**src/rtl/uart_host_pkg.sv**
```systemverilog
// rtl/uart_host_pkg.sv - register map, STATUS bit positions and FSM states for the UART host bridge
package uart_host_pkg;

  localparam logic [2:0] ADDR_DATA   = 3'd0;
  localparam logic [2:0] ADDR_CTRL1  = 3'd1;
  localparam logic [2:0] ADDR_CTRL2  = 3'd2;
  localparam logic [2:0] ADDR_CTRL3  = 3'd3;
  localparam logic [2:0] ADDR_CMD    = 3'd4;
  localparam logic [2:0] ADDR_STATUS = 3'd5;
  localparam logic [2:0] ADDR_IEN    = 3'd6;

  localparam int STAT_EMPTY   = 0;
  localparam int STAT_FULL    = 1;
  localparam int STAT_TXDROP  = 2;
  localparam int STAT_RXUNDER = 3;

  typedef enum logic [2:0] {
    IDLE,
    TXW,
    RXR,
    RXWAIT,
    ACK
  } state_e;

endpackage

```
**src/rtl/uart_host_bridge.sv**
```systemverilog
// rtl/uart_host_bridge.sv - strobed host register bus to UART core FIFO and control ports
module uart_host_bridge
  import uart_host_pkg::*;
#(
  parameter int         RD_LAT    = 1,
  parameter logic [7:0] CTRL1_RST = 8'h00,
  parameter logic [7:0] CTRL2_RST = 8'h15,
  parameter logic [7:0] CTRL3_RST = 8'h00
) (
  input  logic       clk,
  input  logic       rst,
  input  logic       cs_i,
  input  logic       wr_i,
  input  logic       rd_i,
  input  logic [2:0] addr_i,
  input  logic [7:0] wdata_i,
  output logic [7:0] rdata_o,
  output logic       ack_o,
  output logic       irq_o,
  output logic       p_We_o,
  output logic [7:0] CtrlReg1_o,
  output logic [7:0] CtrlReg2_o,
  output logic [7:0] CtrlReg3_o,
  output logic [7:0] tx_data_o,
  output logic       n_we_o,
  input  logic       p_full_i,
  input  logic [7:0] rx_data_i,
  output logic       n_rd_o,
  input  logic       p_empty_i
);

  // Last RXWAIT count value before rx_data_i is sampled; unused when RD_LAT=1.
  localparam logic [1:0] WAIT_LAST = (RD_LAT > 1) ? 2'(RD_LAT - 2) : 2'd0;

  state_e     state_q, state_d;
  logic [1:0] cnt_q, cnt_d;
  logic [7:0] ctrl1_q, ctrl1_d, ctrl2_q, ctrl2_d, ctrl3_q, ctrl3_d;
  logic [1:0] ien_q, ien_d;
  logic       txdrop_q, txdrop_d, rxunder_q, rxunder_d;
  logic [7:0] rdata_q, rdata_d, tx_data_q, tx_data_d;
  logic       p_we_q, p_we_d, irq_q, irq_d;
  logic       accept;

  assign accept = (state_q == IDLE) && cs_i && (wr_i ^ rd_i);

  always_comb begin
    state_d   = state_q;
    cnt_d     = cnt_q;
    ctrl1_d   = ctrl1_q;
    ctrl2_d   = ctrl2_q;
    ctrl3_d   = ctrl3_q;
    ien_d     = ien_q;
    txdrop_d  = txdrop_q;
    rxunder_d = rxunder_q;
    rdata_d   = rdata_q;
    tx_data_d = tx_data_q;
    p_we_d    = 1'b0;
    irq_d     = (ien_q[0] & ~p_empty_i) | (ien_q[1] & ~p_full_i);
    case (state_q)
      IDLE: begin
        if (accept) begin
          state_d = ACK;
          if (wr_i) begin
            case (addr_i)
              ADDR_DATA: begin
                if (!p_full_i) begin
                  tx_data_d = wdata_i;
                  state_d   = TXW;
                end else begin
                  txdrop_d = 1'b1;
                end
              end
              ADDR_CTRL1: ctrl1_d = wdata_i;
              ADDR_CTRL2: ctrl2_d = wdata_i;
              ADDR_CTRL3: ctrl3_d = wdata_i;
              ADDR_CMD:   p_we_d  = wdata_i[0];
              ADDR_IEN:   ien_d   = wdata_i[1:0];
              default: ;
            endcase
          end else begin
            case (addr_i)
              ADDR_DATA: begin
                if (!p_empty_i) begin
                  state_d = RXR;
                end else begin
                  rdata_d   = 8'h00;
                  rxunder_d = 1'b1;
                end
              end
              ADDR_CTRL1: rdata_d = ctrl1_q;
              ADDR_CTRL2: rdata_d = ctrl2_q;
              ADDR_CTRL3: rdata_d = ctrl3_q;
              ADDR_STATUS: begin
                rdata_d = 8'h00;
                rdata_d[STAT_EMPTY]   = p_empty_i;
                rdata_d[STAT_FULL]    = p_full_i;
                rdata_d[STAT_TXDROP]  = txdrop_q;
                rdata_d[STAT_RXUNDER] = rxunder_q;
                txdrop_d  = 1'b0;
                rxunder_d = 1'b0;
              end
              ADDR_IEN: rdata_d = {6'b0, ien_q};
              default:  rdata_d = 8'h00;
            endcase
          end
        end
      end
      TXW: state_d = ACK;
      RXR: begin
        cnt_d = 2'd0;
        if (RD_LAT == 1) begin
          rdata_d = rx_data_i;
          state_d = ACK;
        end else begin
          state_d = RXWAIT;
        end
      end
      RXWAIT: begin
        if (cnt_q == WAIT_LAST) begin
          rdata_d = rx_data_i;
          state_d = ACK;
        end else begin
          cnt_d = cnt_q + 2'd1;
        end
      end
      ACK:     state_d = IDLE;
      default: state_d = IDLE;
    endcase
  end

  always_ff @(posedge clk or posedge rst) begin
    if (rst) begin
      state_q   <= IDLE;
      cnt_q     <= 2'd0;
      ctrl1_q   <= CTRL1_RST;
      ctrl2_q   <= CTRL2_RST;
      ctrl3_q   <= CTRL3_RST;
      ien_q     <= 2'b00;
      txdrop_q  <= 1'b0;
      rxunder_q <= 1'b0;
      rdata_q   <= 8'h00;
      tx_data_q <= 8'h00;
      p_we_q    <= 1'b0;
      irq_q     <= 1'b0;
    end else begin
      state_q   <= state_d;
      cnt_q     <= cnt_d;
      ctrl1_q   <= ctrl1_d;
      ctrl2_q   <= ctrl2_d;
      ctrl3_q   <= ctrl3_d;
      ien_q     <= ien_d;
      txdrop_q  <= txdrop_d;
      rxunder_q <= rxunder_d;
      rdata_q   <= rdata_d;
      tx_data_q <= tx_data_d;
      p_we_q    <= p_we_d;
      irq_q     <= irq_d;
    end
  end

  // Strobes decode straight from the state register so an async reset drops them at once.
  assign ack_o      = (state_q == ACK);
  assign n_we_o     = (state_q != TXW);
  assign n_rd_o     = (state_q != RXR);
  assign rdata_o    = rdata_q;
  assign tx_data_o  = tx_data_q;
  assign p_We_o     = p_we_q;
  assign irq_o      = irq_q;
  assign CtrlReg1_o = ctrl1_q;
  assign CtrlReg2_o = ctrl2_q;
  assign CtrlReg3_o = ctrl3_q;

endmodule
```
**config.mk**
```make
export PLATFORM = sky130hd
export DESIGN_NAME = uart_host_bridge
export DESIGN_NICKNAME = d
export VERILOG_FILES = /design/src/rtl/uart_host_pkg.sv /design/src/rtl/uart_host_bridge.sv
export SDC_FILE = /design/constraint.sdc
export NUM_CORES = 1
export LEC_CHECK = 0
export CAP_MARGIN = 25
export CORE_MARGIN = 2
export CORE_UTILIZATION = 51
export CTS_CLUSTER_SIZE = 40
export DETAILED_ROUTE_END_ITERATION = 8
export PLACE_DENSITY = 0.95
export SYNTH_ARGS = -nofsm -noshare
export SYNTH_HDL_FRONTEND = slang
export SYNTH_SLANG_ARGS = --single-unit
```
**constraint.sdc**
```tcl
create_clock -name clk -period 4.8 [get_ports clk]
set_input_delay 0.48 -clock clk [delete_from_list [all_inputs] [get_ports clk]]
set_output_delay 0.48 -clock clk [all_outputs]
set_load 0.02 [all_outputs]
```
==> run_results.csv, run 1 <==
group,metric,value,unit
synthesis,synth_edf_count,0,
clocking,cts.htree.levels,2,
setup_path,path_max_fanout,8,
synthesis,synth_cells,212,
sta,setup_tns,0,ps
sta,slew_headroom,34.6,%
synthesis,seq_area_frac_synth,51.0,%
finish,drive_above_1_share,22.8,%
synthesis,synth_top_family_by_area,"multiplexers",
clocking,cts_resized,0,
pwr,p_per_area,349,nW/um^2
setup_path,crit_type,"primary input to register",
setup_path,endpoint_kind,"register",
clocking,hold_buffers,0,
setup_path,cp.required,4990,ps
drt,dr.pass1.iters,7,
finish,diodes,0,
synthesis,yosys.area_share.simple,13.2,%
drt,avgRoutedWirePerCell,19.0,um
synthesis,yosys_warnings,0,
setup_path,ff2ff_setup_slack,2080,ps
drt,wl,6600,um
sta,fin_crit,2830,ps
setup_path,reg2regPathDepth,4,
sta,fmax,354,MHz
run,max_cap_viol_count,0,
synthesis,ys_dominant_reg_cell,"dfrtp_1",
clocking,cts_setup_buffers,0,
die,io_pins,71,
global_routing,grt.met2_usage,41.9,%
synthesis,synth_seq_cells,51,
finish,final_cell_mix,"clkdlybuf4s50_1 (70), dfrtp_1 (48), mux2_2 (43), nand2_1 (16), o21ai_0 (13)",
sta,whs,372,ps
synthesis,synth_area_leader_cell,"dfrtp_1",
global_routing,grt_pass1_wl,10400,um
finish,post-route-util,71.2,%
sta,timing.final.crit_share,58.9,%
setup_path,start_kind,"primary input",
global_routing,overflow,0,
global_routing,grtUsageMet3,6.91,%
drt,drc_errors,0,
die,core.rowCount,25,
sta,rsz0062_at_grt,"no",
synthesis,synth_area_leaders,"dfrtp_1 (48%), mux2_2 (19%), dfstp_2 (3.1%)",
finish,final_common_cell,"clkdlybuf4s50_1",
placed_design,port_buffers,70,
synthesis,avgSynthCellArea,11.8,sq um
setup_path,timing.rr.end,"CtrlReg3_o[5]",
die,start_util,53.1,%
global_routing,grt_antenna_before_repair,0,
min_path,hp-class,"primary input to asynchronous set/reset pin",
finish,syn2layout_area_growth,34.0,%
global_routing,grt_pass1_vias,2130,
pwr,ir_drop,0.228,mV
setup_path,cp_slowest_stage_delay,550,ps
sta,drv_slew,0,
finish,nNetsFinal,307,
global_routing,grt_max_degree,52,
synthesis,synth_area,2510,sq um
pwr,p_leak,1.43,nW
synthesis,synth_compound_gate_area_share,10.1,%
clocking,clkSinkCount,51,
placed_design,place_congestion,0.842,
clocking,cts_tree,"yes",
pwr,power.total,1.17,mW
setup_path,cp_cell_sequence,"clkdlybuf4s50_1, or4b_4, or3b_1, nor3_4, mux2_2",
drt,vias,2042,
setup_path,cp.depth,5,
setup_path,crit_start,"cs_i",
clocking,clockBufferDepth,2,
die,die_h,74.2,um
clocking,clkSlewWorstSetupHoldPaths,90,ps
placed_design,place_hpwl,4640,um
clocking,cts_root_buf,"clkbuf_8",
sta,finalClockSkew,6.16,ps
synthesis,async_reset_ff_share,100,%
synthesis,synth_xor_area_share,0.349,%
die,dieArea,5500,sq um
synthesis,synth.area.mux_share,21.3,%
clocking,cts_buffers,5,
clocking,clock_latency,300,ps
global_routing,grt.met1_usage,31.2,%
drt,via_per_inst,5.87,
drt,ant_nets,0,
sta,tightest_slew,978,ps
setup_path,critPathCapture,"CtrlReg3_o[5]",
setup_path,cp_slowest_cell,"or3b_1",
setup_path,crit_family,"simple AND/OR/NAND/NOR gates",
outcome,outcome,"complete, no violations",
drt,initialDrtViolationCount,146,
die,die_w,74.2,um
global_routing,grt-busiest-layer,"met2",
sta,finalSetupViolCount,0,
synthesis,yosys.cell_types.count,45,
sta,hold_viol_final,0,
synthesis,synth_adder_area_share,0.499,%
setup_path,cp.arrival,3010,ps
setup_path,cp.buffers_inverters,1,
setup_path,r2r-start,"state_q[1]",
die,core_area,4720,sq um
global_routing,grt.total_usage,25.5,%
synthesis,syn-num-nets,239,
synthesis,synth_top_area_share,47.9,%
-- state kept, by name, summed over array words and instances, names as in the netlist --
name,cells
rxunder_q,1
txdrop_q,1
CtrlReg3_o,8
CtrlReg1_o,8
ien_q,2
irq_o,1
cnt_q,2
p_We_o,1
tx_data_o,8
CtrlReg2_o,8
state_q,3
rdata_o,8
-- cells by family after synthesis --
kind of cell,count (synthesis)
xor gates and xnor gates,1
and+or+nand+nor,54
muxes,48
buffers and inverters,20
AOI/OAI and AO/OA,37
adders and majority gates,1
DFF,51
-- worst min path at each step --
stage | to | slack, ps
floorplan | cnt_q[0] | 460
global placement | cnt_q[0] | 480
detailed placement | tx_data_o[7] | 490
CTS | tx_data_o[7] | 510
global route | CtrlReg3_o[0] | 390
finish | irq_o | 370
-- report_power, final --
group	total, mW	leakage (nW)	switching [mW]	internal, mW
clock	0.266	0.0515	0.134	0.132
sequential	0.552	0.662	0.0544	0.497
combinational	0.357	0.717	0.169	0.187
-- layout make-up --
cell class,instances,area [sq um]
fill,321,1360
tap,67,83.8
timing repair buffer,72,728
multi-input combinational,141,1140
clock buffer,8,100
inverter,9,33.8
sequential,51,1280
-- Yosys cell counts, types with 2 or more instances --
library cell and number:
o2bb2ai_1 2, buf_6 2, a22oi_1 4, nor3_4 3, o22ai_1 4, a31oi_1 2
a31o_2 2, clkbuf_1 7, nor2b_1 5, nor4_1 2, o21ai_0 13, o32ai_1 2
dfstp_2 3, mux2i_1 5, nand2_1 16, nor2_1 9, dfrtp_1 48, mux2_2 43
nor3_1 3, nor3b_1 2, nand2b_1 3, inv_1 9
-- per-layer routing --
layer,vias up,share of wire (%)
met5,-,0
met4,0,3.3
met3,24,7.9
met2,107,50
met1,1005,39
li1,906,-
-- per-stage QoR --
stage          cell area, sq um  worst slack [ps]  instances
6_report                   3360              1970        348
5_1_grt                    3360              1910        348
4_1_cts                    3340              2000        347
3_5_place_dp               3240              1680        339
3_3_place_gp               3240              1730        339
2_1_floorplan              2510              2470        212
(Power assumes the default switching activity.)
==> run 2: changes to the inputs <==
- CORE_UTILIZATION: 51 -> 43
- PLACE_DENSITY: 0.95 -> 0.88
- clock period: 4.8 -> 2.54 ns (I/O delays scaled with it)
==> run_results.csv, run 2 (synthesized netlist as in run 1, its figures left out) <==
group,metric,value,unit
outcome,outcome,"complete, no violations",
pwr,power_frac_seq,44.3,%
pwr,p_sw,0.699,mW
finish,nNetsFinal,324,
clocking,clock_latency,310,ps
pwr,p_leak,1.53,nW
die,die_w,80.4,um
pwr,switching_share,30.0,%
sta,rsz0062_at_grt,"no",
clocking,clockBufferDepth,2,
global_routing,grt_pass1_vias,2118,
drt,avgRoutedWirePerCell,17.6,um
sta,drv_slew,0,
setup_path,endpoint_kind,"register",
sta,slew_headroom,63.1,%
clocking,cts_resized,0,
finish,syn2layout_area_growth,41.2,%
finish,nFillCells,444,
pwr,p_per_area,658,nW/um^2
global_routing,overflow,0,
finish,drive_above_1_share,27.5,%
clocking,cts_tree,"yes",
sta,whs,288,ps
setup_path,cp.required,2740,ps
global_routing,grt_pass1_wl,10700,um
die,io_pins,71,
drt,dr.pass1.iters,4,
placed_design,port_buffers,70,
placed_design,place_congestion,0.824,
pwr,p_comb_share,29.8,%
finish,final_cell_mix,"clkdlybuf4s50_1 (70), dfrtp_1 (48), mux2_2 (43), nand2_1 (16), buf_4 (16)",
drt,via_per_inst,5.54,
die,start_util,45.0,%
setup_path,crit_type,"register to register",
finish,final_cell_area,3540,sq um
placed_design,place_hpwl,4850,um
clocking,hold_buffers,0,
die,core_area,5570,sq um
sta,timing.final.crit_share,96.7,%
sta,finalSetupViolCount,0,
sta,tightest_slew,540,ps
clocking,clkSlewWorstSetupHoldPaths,90,ps
clocking,cts.htree.levels,2,
setup_path,cp.arrival,2660,ps
clocking,cts_buffers,5,
clocking,clkSinkCount,51,
die,dieArea,6460,sq um
finish,diodes,0,
pwr,ir_drop,0.530,mV
drt,drc_errors,0,
drt,initialDrtViolationCount,152,
run,max_cap_viol_count,0,
pwr,cell_internal_pwr,1.63,mW
setup_path,start_kind,"register",
global_routing,grt_antenna_before_repair,0,
sta,finalClockSkew,3.66,ps
sta,hold_viol_final,0,
min_path,hp-class,"primary input to asynchronous set/reset pin",
placed_design,dpl-instance-area,3420,sq um
global_routing,grt_max_degree,29,
global_routing,grt.total_usage,22.0,%
drt,ant_nets,0,
setup_path,path_max_fanout,9,
pwr,clkPwrFrac,25.9,%
drt,vias,2051,
die,die_h,80.4,um
sta,fmax,407,MHz
clocking,cts_setup_buffers,0,
die,core.rowCount,27,
sta,setup_tns,0,ps
finish,final_common_cell,"clkdlybuf4s50_1",
sta,fin_crit,2460,ps
clocking,cts_root_buf,"clkbuf_8",
drt,wl,6520,um
-- run 2: cell type report --
type | count | area (sq um) | area share (%)
Clock buffer | 6 | 82.6 | 2.33
Clock inverter | 2 | 38.8 | 1.09
Inverter | 9 | 33.8 | 0.953
Multi-Input combinational cell | 141 | 1140 | 32.1
Sequential cell | 51 | 1280 | 36.1
Tap cell | 72 | 90.1 | 2.54
Timing Repair Buffer | 89 | 881 | 24.8
-- run 2: critical path, stage by stage (launching register included) --
cell	delay, ps
dfrtp_1	490
or4b_4	520
or3b_1	550
nor3_4	270
buf_4	180
mux2_2	340
-- run 2: metrics by stage --
stage / instances / setup WS, ps / total power [mW] / util, %
6_report: 370 / 82.9 / 2.33 / 63.6
5_1_grt: 370 / 43.9 / 2.43 / 63.6
4_1_cts: 370 / 105 / 2.34 / 63.6
3_5_place_dp: 362 / -66.3 / 1.74 / 61.4
3_3_place_gp: 362 / -25.3 / 1.72 / 61.4
2_1_floorplan: 212 / 212 / 1.38 / -
-- run 2: routing by layer --
metal,routed length (um),global-route usage (%)
met1,2700,28.5
met5,0,0
met3,452,5.96
met4,175,9.66
met2,3200,34.7
-- run 2: power groups by stage --
| stage | sequential [mW] | clock (mW) | combinational (mW) |
|---|---|---|---|
| floorplan | 1.16 | 0 | 0.214 |
| global placement | 1.05 | 0 | 0.676 |
| detailed placement | 1.05 | 0 | 0.692 |
| CTS | 1.03 | 0.613 | 0.698 |
| global route | 1.05 | 0.641 | 0.736 |
| finish | 1.03 | 0.604 | 0.694 |
-- run 2: worst paths after layout --
kind	from	to	slack (ps)	cells after the start
worst max register to register	state_q[0]	CtrlReg1_o[2]	80	5
worst min register to register	tx_data_o[5]	tx_data_o[5]	510	1
max in group asynchronous	rst	rdata_o[4]	1740	3
worst max-delay path	state_q[0]	CtrlReg1_o[2]	80	5
worst min-delay path	rst	tx_data_o[2]	290	2
min in group clk	tx_data_o[5]	tx_data_o[5]	510	1
==> run 3: changes to the inputs <==
- REMOVE_ABC_BUFFERS: default -> 1
- SLEW_MARGIN: default -> 40
- clock period: 2.54 -> 2.1 ns (I/O delays scaled with it)
==> run_results.csv, run 3 (synthesized netlist as in run 1, its figures left out) <==
group,metric,value,unit
sta,fmax,454,MHz
finish,regArea,1280,sq um
setup_path,path_max_fanout,5,
setup_path,reg2regPathDepth,5,
setup_path,start_kind,"register",
global_routing,grt.total_usage,21.8,%
placed_design,dp_slack,-432,ps
sta,drv_slew,0,
sta,timing.final.crit_share,105,%
sta,setup_tns,-1680,ps
finish,final_cell_mix,"clkdlybuf4s50_1 (68), dfrtp_1 (48), buf_4 (26), mux2_4 (24), mux2_2 (19)",
drt,wl_met1,2970,um
pwr,p_per_area,749,nW/um^2
drt,avgRoutedWirePerCell,18.3,um
die,core.rowCount,27,
global_routing,grt_max_degree,33,
drt,top_layer_used,"met4",
placed_design,port_buffers,70,
clocking,clkSlewWorstSetupHoldPaths,90,ps
global_routing,grt_pass1_wl,10600,um
clocking,hold_buffers,0,
outcome,violations,"setup timing",
setup_path,crit_type,"register to register",
sta,hold_viol_final,0,
global_routing,overflow,0,
drt,via_per_inst,5.50,
die,core_area,5570,sq um
clocking,clock_latency,310,ps
clocking,clkSinkCount,51,
setup_path,cp.required,2300,ps
setup_path,cp.arrival,2400,ps
sta,tightest_slew,458,ps
finish,diodes,0,
finish,post-route-util,67.2,%
die,dieArea,6460,sq um
sta,whs,223,ps
setup_path,r2r-start,"state_q[1]",
global_routing,grt_antenna_before_repair,0,
clocking,cts.htree.levels,2,
drt,wl_met2,3550,um
drt,drc_errors,0,
finish,final_common_cell,"clkdlybuf4s50_1",
setup_path,timing.rr.end,"CtrlReg3_o[3]",
pwr,p_leak,1.65,nW
finish,nFillCells,414,
finish,syn2layout_area_growth,49.3,%
drt,initialDrtViolationCount,172,
placed_design,place_congestion,0.852,
clocking,clockBufferDepth,2,
sta,finalClockSkew,3.20,ps
setup_path,crit_start,"state_q[1]",
clocking,cts_buffers,5,
sta,fin_crit,2200,ps
sta,finalSetupViolCount,23,
clocking,cts_root_buf,"clkbuf_8",
outcome,outcome,"finished, violations left",
sta,slew_headroom,69.4,%
drt,wl,7030,um
finish,nNetsFinal,338,
pwr,ir_drop,0.527,mV
drt,ant_nets,0,
die,die_h,80.4,um
die,io_pins,71,
drt,dr.pass1.iters,4,
min_path,hp-class,"primary input to asynchronous set/reset pin",
setup_path,ff2ff_setup_slack,-100,ps
setup_path,endpoint_kind,"register",
clocking,cts_tree,"yes",
global_routing,grt_pass1_vias,2062,
die,die_w,80.4,um
finish,drive_above_1_share,32.1,%
sta,rsz0062_at_grt,"yes",
run,max_cap_viol_count,0,
drt,vias,2113,
sta,finalWorstSetupSlack,-104,ps
die,start_util,45.0,%
finish,multi_input_area,1240,sq um
drt,route.met3.wl,424,um
placed_design,place_hpwl,4840,um
run 3: changes by cell type in the layout (fill, tap and decap cells not counted), sizes merged:
cell,previous run,this run
dlymetal6s2s,0,2
buf,19,33
clkdlybuf4s50,70,68
clkbuf,6,7
bufinv,1,0
inv,10,9
clkinvlp,0,1
run 3: worst max-delay path by stage:
stage	end	slack, ps	cells after the start
detailed placement	CtrlReg1_o[2]	-430	7
global placement	CtrlReg1_o[2]	-370	7
floorplan	CtrlReg1_o[0]	-240	4
global route	CtrlReg3_o[3]	-160	5
CTS	CtrlReg1_o[2]	-110	6
finish	CtrlReg3_o[3]	-100	5
run 3: critical path, cell delays in order, from the launching register on:
cell and delay, ps:
dfrtp_1 390, or4b_4 540, or3b_4 460, nor3_4 230
buf_6 160, mux2_4 300
run 3: cell type report:
| cell class | instances | share of cell area (%) |
|---|---|---|
| clock inverter | 1 | 0.200 |
| clock buffer | 7 | 2.57 |
| inverter | 9 | 0.902 |
| timing repair buffer | 103 | 26.6 |
| tap | 72 | 2.40 |
| sequential | 51 | 34.2 |
| multi-input combinational | 141 | 33.1 |
run 3: repair_timing:
item / 4_1_cts / 5_1_grt
setup buffers: 3 / 2
gates resized for setup: 17 / 19
pin swaps: 4 / 5
cloned: 0 / 0
setup endpoints to repair: 26 / 27
run 3: metrics by stage:
stage	instance area [sq um]	std cells	total power, mW
2_1_floorplan	2450	201	1.65
3_3_place_gp	3490	372	2.09
3_5_place_dp	3490	372	2.11
4_1_cts	3680	383	2.78
5_1_grt	3750	384	2.92
6_report	3750	384	2.81
run 3: power breakdown:
group	internal (mW)	leakage, nW	total [mW]	switching (mW)
Sequential	1.14	0.662	1.26	0.123
Clock	0.300	0.0505	0.636	0.336
Combinational	0.508	0.942	0.909	0.401
Total	1.95	1.65	2.81	0.860
run 3: per-layer routing:
layer	global-route usage (%)	up-vias
met5	0	-
met4	7.80	0
met3	4.16	8
met2	36.2	83
met1	28.5	1053
li1	-	969
